File: config.mk
export PLATFORM = sky130hd
export DESIGN_NAME = can_tx_fifo
export DESIGN_NICKNAME = d
export VERILOG_FILES = /design/src/rtl/can_tx_fifo.sv
export SDC_FILE = /design/constraint.sdc
export NUM_CORES = 1
export LEC_CHECK = 0
export ABC_CLOCK_PERIOD_IN_PS = 26600
export BUFFER_PORTS_ARGS = -buffer_cell sky130_fd_sc_hd__buf_4
export CAP_MARGIN = 0
export CORE_MARGIN = 2
export CORE_UTILIZATION = 45
export CTS_BUF_LIST = sky130_fd_sc_hd__clkbuf_8
export DETAILED_ROUTE_END_ITERATION = 12
export PLACE_DENSITY = 0.74
export SLEW_MARGIN = 20
export SYNTH_ARGS = -nofsm -noshare
export SYNTH_HDL_FRONTEND = slang
export SYNTH_SLANG_ARGS = --single-unit
File: constraint.sdc
create_clock -name i_sys_clk -period 26.6 [get_ports i_sys_clk]
set_input_delay 2.66 -clock i_sys_clk [delete_from_list [all_inputs] [get_ports i_sys_clk]]
set_output_delay 2.66 -clock i_sys_clk [all_outputs]
set_load 0.03 [all_outputs]
File: src/rtl/can_tx_fifo.sv
// CAN TX frame FIFO: circular buffer with registered read port, count-derived flags.
// Optional sticky overflow/underflow flags when CAN_TX_FIFO_ERR_EN is defined.
module can_tx_fifo #(
  parameter int DATA_W       = 128,
  parameter int DEPTH        = 8,
  parameter int AFULL_THRESH = DEPTH - 2
) (
  input  logic                       i_sys_clk,
  input  logic                       i_reset_n,
  input  logic                       i_w_en,
  input  logic [DATA_W-1:0]          i_w_data,
  input  logic                       i_r_en,
  output logic [DATA_W-1:0]          o_r_data,
  output logic                       o_tx_empty,
  output logic                       o_full,
  output logic                       o_afull,
  output logic [$clog2(DEPTH):0]     o_count,
  input  logic                       i_flush,
  output logic                       o_overflow,
  output logic                       o_underflow,
  input  logic                       i_err_clr
);

  localparam int AW = $clog2(DEPTH);
  localparam int CW = AW + 1;

  logic [DATA_W-1:0] mem [DEPTH];
  logic [AW-1:0]     wr_ptr;
  logic [AW-1:0]     rd_ptr;
  logic [CW-1:0]     count;
  logic              full;
  logic              empty;
  logic              wr_acc;
  logic              rd_acc;
  logic              wr_drop;
  logic              rd_drop;

  always_comb begin
    full    = (count == CW'(DEPTH));
    empty   = (count == '0);
    // Flush wins over everything in the same cycle, including error detection.
    wr_acc  = i_w_en && !full  && !i_flush;
    rd_acc  = i_r_en && !empty && !i_flush;
    wr_drop = i_w_en && full   && !i_flush;
    rd_drop = i_r_en && empty  && !i_flush;
  end

  always_ff @(posedge i_sys_clk or negedge i_reset_n) begin
    if (!i_reset_n) begin
      wr_ptr <= '0;
      rd_ptr <= '0;
      count  <= '0;
    end else if (i_flush) begin
      wr_ptr <= '0;
      rd_ptr <= '0;
      count  <= '0;
    end else begin
      if (wr_acc) wr_ptr <= wr_ptr + AW'(1);
      if (rd_acc) rd_ptr <= rd_ptr + AW'(1);
      case ({wr_acc, rd_acc})
        2'b10:   count <= count + CW'(1);
        2'b01:   count <= count - CW'(1);
        default: count <= count;
      endcase
    end
  end

  // Storage is intentionally not reset; reads are gated by a non-zero count.
  always_ff @(posedge i_sys_clk) begin
    if (wr_acc) mem[wr_ptr] <= i_w_data;
  end

  always_ff @(posedge i_sys_clk or negedge i_reset_n) begin
    if (!i_reset_n)  o_r_data <= '0;
    else if (rd_acc) o_r_data <= mem[rd_ptr];
  end

  assign o_tx_empty = empty;
  assign o_full     = full;
  assign o_afull    = (count >= CW'(AFULL_THRESH));
  assign o_count    = count;

`ifdef CAN_TX_FIFO_ERR_EN
  logic ovf_q;
  logic unf_q;

  always_ff @(posedge i_sys_clk or negedge i_reset_n) begin
    if (!i_reset_n) begin
      ovf_q <= 1'b0;
      unf_q <= 1'b0;
    end else begin
      if (wr_drop)        ovf_q <= 1'b1;
      else if (i_err_clr) ovf_q <= 1'b0;
      if (rd_drop)        unf_q <= 1'b1;
      else if (i_err_clr) unf_q <= 1'b0;
    end
  end

  assign o_overflow  = ovf_q;
  assign o_underflow = unf_q;
`else
  logic unused_err;
  assign unused_err  = i_err_clr ^ wr_drop ^ rd_drop;
  assign o_overflow  = 1'b0;
  assign o_underflow = 1'b0;
`endif

endmodule

==> results_dict.tcl <==
set metrics [dict create \
    status "completed" \
    synth_flop_cell "edfxtp_1" \
    vdd_ir_drop_max_uv 62.77 \
    finalSetupTns_ns 0 \
    io_pins 271 \
    p_leak_nw 16.58 \
    portBuffers 267 \
    max_stage_delay_ns 0.65 \
    critPathSlowestCell "or4b_4" \
    row_count 113 \
    synth_common_cells "edfxtp_1 (1024), mux4_2 (256), nor2_1 (144), dfrtp_1 (138), mux2i_1 (132)" \
    p_comb_frac 0.232 \
    grt_pass1_vias 21986 \
    fin_worst_skew_ns 0.03595 \
    yosys.area.top_type "edfxtp_1" \
    antenna_found_initial 10 \
    fmax_mhz 205.3 \
    final_core_util 0.5283 \
    yosys.cell_count.top_type "edfxtp_1" \
    final_area_um2 50270 \
    grt_usage 0.1861 \
    start_util 0.4552 \
    ys_ff_latch 1162 \
    core_area_um2 95150 \
    setup-violations-final 0 \
    worstPathMaxFanout 10 \
    via_count 20620 \
    startpoint_type "flip-flop" \
    synth_area_leaders "edfxtp_1 (71%), mux4_2 (13%), dfrtp_1 (8.0%)" \
    cts-root-buf "clkbuf_8" \
    endpoint_kind "primary output" \
    drt_pass1_iterations 5 \
    synth-edff-count 1024 \
    cts_buffer_depth 3 \
    layout_setup_ws_ns 21.73 \
    fp.dieArea_um2 98740 \
    hold_slack_ns 0.5281 \
    cp_cell_sequence "or4b_4 > inv_1 > buf_4" \
    slew_headroom 0.3022 \
    drtAntennaViolNets 0 \
    grt-ovfl-total 0 \
    cp_top_family "simple AND/OR/NAND/NOR gates" \
    yosysTopAreaCellShare 0.7100 \
    power-per-cell-area_nw_per_um2 94.00 \
    wl_um 90390 \
    fp.dieW_um 314.2 \
    crit_arrival_ns 2.21 \
    syn_inst 1977 \
    hpwl_um 47130 \
    drive_above_1_share 0.3177 \
    cts_tree "done" \
    cts_resized 0 \
    clkPwrFrac 0.293 \
    critPathRequiredTime_ns 23.94 \
    h-tree-depth 4 \
    post_cts.repair.setup_buffers 0 \
    cp.depth 3 \
    synth.avg_cell_area_um2 21.91 \
    nets 2496 \
    hp-class "flip-flop to flip-flop" \
    routedWlPerCell_um 23.91 \
    drv_slew 0 \
    grt_start_max_net_pins 170 \
    cts.sinks 1162 \
    p_int_mw 3.339 \
    rr_worst_depth 5 \
    place_area_um2 46830 \
    power_switching_mw 1.386 \
    ys_seq_area_frac 0.7897 \
    area_growth_pct 16.07 \
    critical_path_class "flip-flop to primary output" \
    cts_buffers 179 \
    preCtsSetupSlack_ns 20.99 \
    hold_depth 2 \
    maxCapViolations 0 \
    die_height_um 314.2 \
    period_minus_slack_ns 4.871 \
    drc 0 \
    async_flop_share 0.1188 \
    yosysWarnings 0 \
    rsz0062_at_grt "false" \
    sw_frac_of_total 0.2933 \
    gp_congestion 0.6981 \
    crit_buf_inv 2 \
    ys_types 34 \
    tightest_slew_ns 1.047 \
    grt_pass1_wl_um 135900 \
    drt_iter0_drc 1449 \
    synthesis.area_um2 43310 \
    final-hold-violation-count 0 \
    post-route-period-util 0.1831 \
    clkLatencyLatePin_ns 0.84 \
    vias_per_cell 5.455 \
    cts.reportedPaths.clkPinSlew_ns 0.06 \
    power_frac_seq 0.475 \
    holdBufCountCts 0 \
    nFillCells 7304 \
]
==> state kept, by name (all words and copies together) (netlist names) <==
signal    count
o_count       4
mem        1024
o_r_data    128
rd_ptr        3
wr_ptr        3
==> cells by family after synthesis <==
family	Yosys count	share of synthesized area
buffers and inverters	110	0.01106
AND/OR/NAND/NOR	166	0.01551
XOR/XNOR	6	0.001214
AO/OA/AOI/OAI	139	0.01713
adder cells (fa/ha/maj)	5	0.001618
other	1	0.00008659
flip-flops	1162	0.7897
multiplexers	388	0.1636
==> placed cells by master (no fill, tap or decap), types with 2 or more instances in the layout <==
master and count:
nor3_2 2, nand2_1 5, ha_1 4, inv_1 104
diode_2 3, nor2_4 6, edfxtp_1 1024, a211oi_1 2
mux4_2 256, clkinv_8 4, xnor2_1 3, dfrtp_4 3
buf_6 2, inv_6 4, buf_12 3, clkinv_2 7
dfrtp_1 135, nor2_1 138, buf_4 301, a21oi_1 131
clkinv_1 14, inv_8 2, bufinv_16 3, nand2b_1 4
clkinvlp_4 2, mux2i_1 132, conb_1 2, nand3_1 4
clkbuf_8 198, xor2_1 3
==> power groups by stage <==
stage,Combinational (mW),Sequential [mW],Clock [mW]
2_1_floorplan,0.595,2.44,0
3_3_place_gp,1.10,2.27,0
3_5_place_dp,1.12,2.28,0
4_1_cts,1.12,2.25,1.42
5_1_grt,1.18,2.26,1.50
6_report,1.10,2.24,1.38
==> worst paths after layout <==
check	slack, ns	start	endpoint
worst max register to register	23.08	rd_ptr[0]$_DFFE_PN0P_	o_r_data[9]$_DFFE_PN0P_
worst min register to register	0.53	o_r_data[122]$_DFFE_PN0P_	o_r_data[122]$_DFFE_PN0P_
min in group asynchronous	1.83	i_reset_n	o_r_data[65]$_DFFE_PN0P_
worst max-delay path	21.73	o_count[1]$_DFFE_PN0P_	o_full
worst min-delay path	0.53	o_r_data[122]$_DFFE_PN0P_	o_r_data[122]$_DFFE_PN0P_
max in group asynchronous	22.72	i_reset_n	o_r_data[89]$_DFFE_PN0P_
==> cell type report <==
type / count / area (um2) / area share
multi-input cells: 706 / 8691 / 0.1729
clock buffers: 198 / 2725 / 0.05421
repair buffers: 306 / 2342 / 0.04660
flip-flops and latches: 1162 / 34210 / 0.6806
well taps: 1265 / 1583 / 0.03149
diodes: 3 / 7.507 / 0.0001493
clock inverters: 138 / 698.2 / 0.01389
inverters: 2 / 7.507 / 0.0001493
==> per-stage QoR <==
| step | instances | power, mW |
|---|---|---|
| after global routing | 3780 | 4.948 |
| after detailed placement | 3441 | 3.399 |
| final | 3780 | 4.725 |
| after global placement | 3441 | 3.373 |
| after CTS | 3777 | 4.786 |
| after floorplan | 1978 | 3.037 |
==> metal layers <==
layer  routed length (um)  vias to the layer above  GRT usage  share of wire
met2                46180                      683     0.3118           0.51
met3                 6026                      155    0.04868          0.067
met5                  110                        -          0         0.0012
met1                36290                    10870     0.2390           0.40
met4                 1774                       18    0.05807          0.020
li1                     -                     8894          -              -
==> worst reg2reg max path: cells and delay by family (launching register included) <==
kind	cells	cell delay [ns]
AO/OA/AOI/OAI	1	0.09
buffers and inverters	2	1.49
flip-flops	1	0.93
multiplexers	2	0.84
No activity file was read; power rests on OpenSTA's default activity.
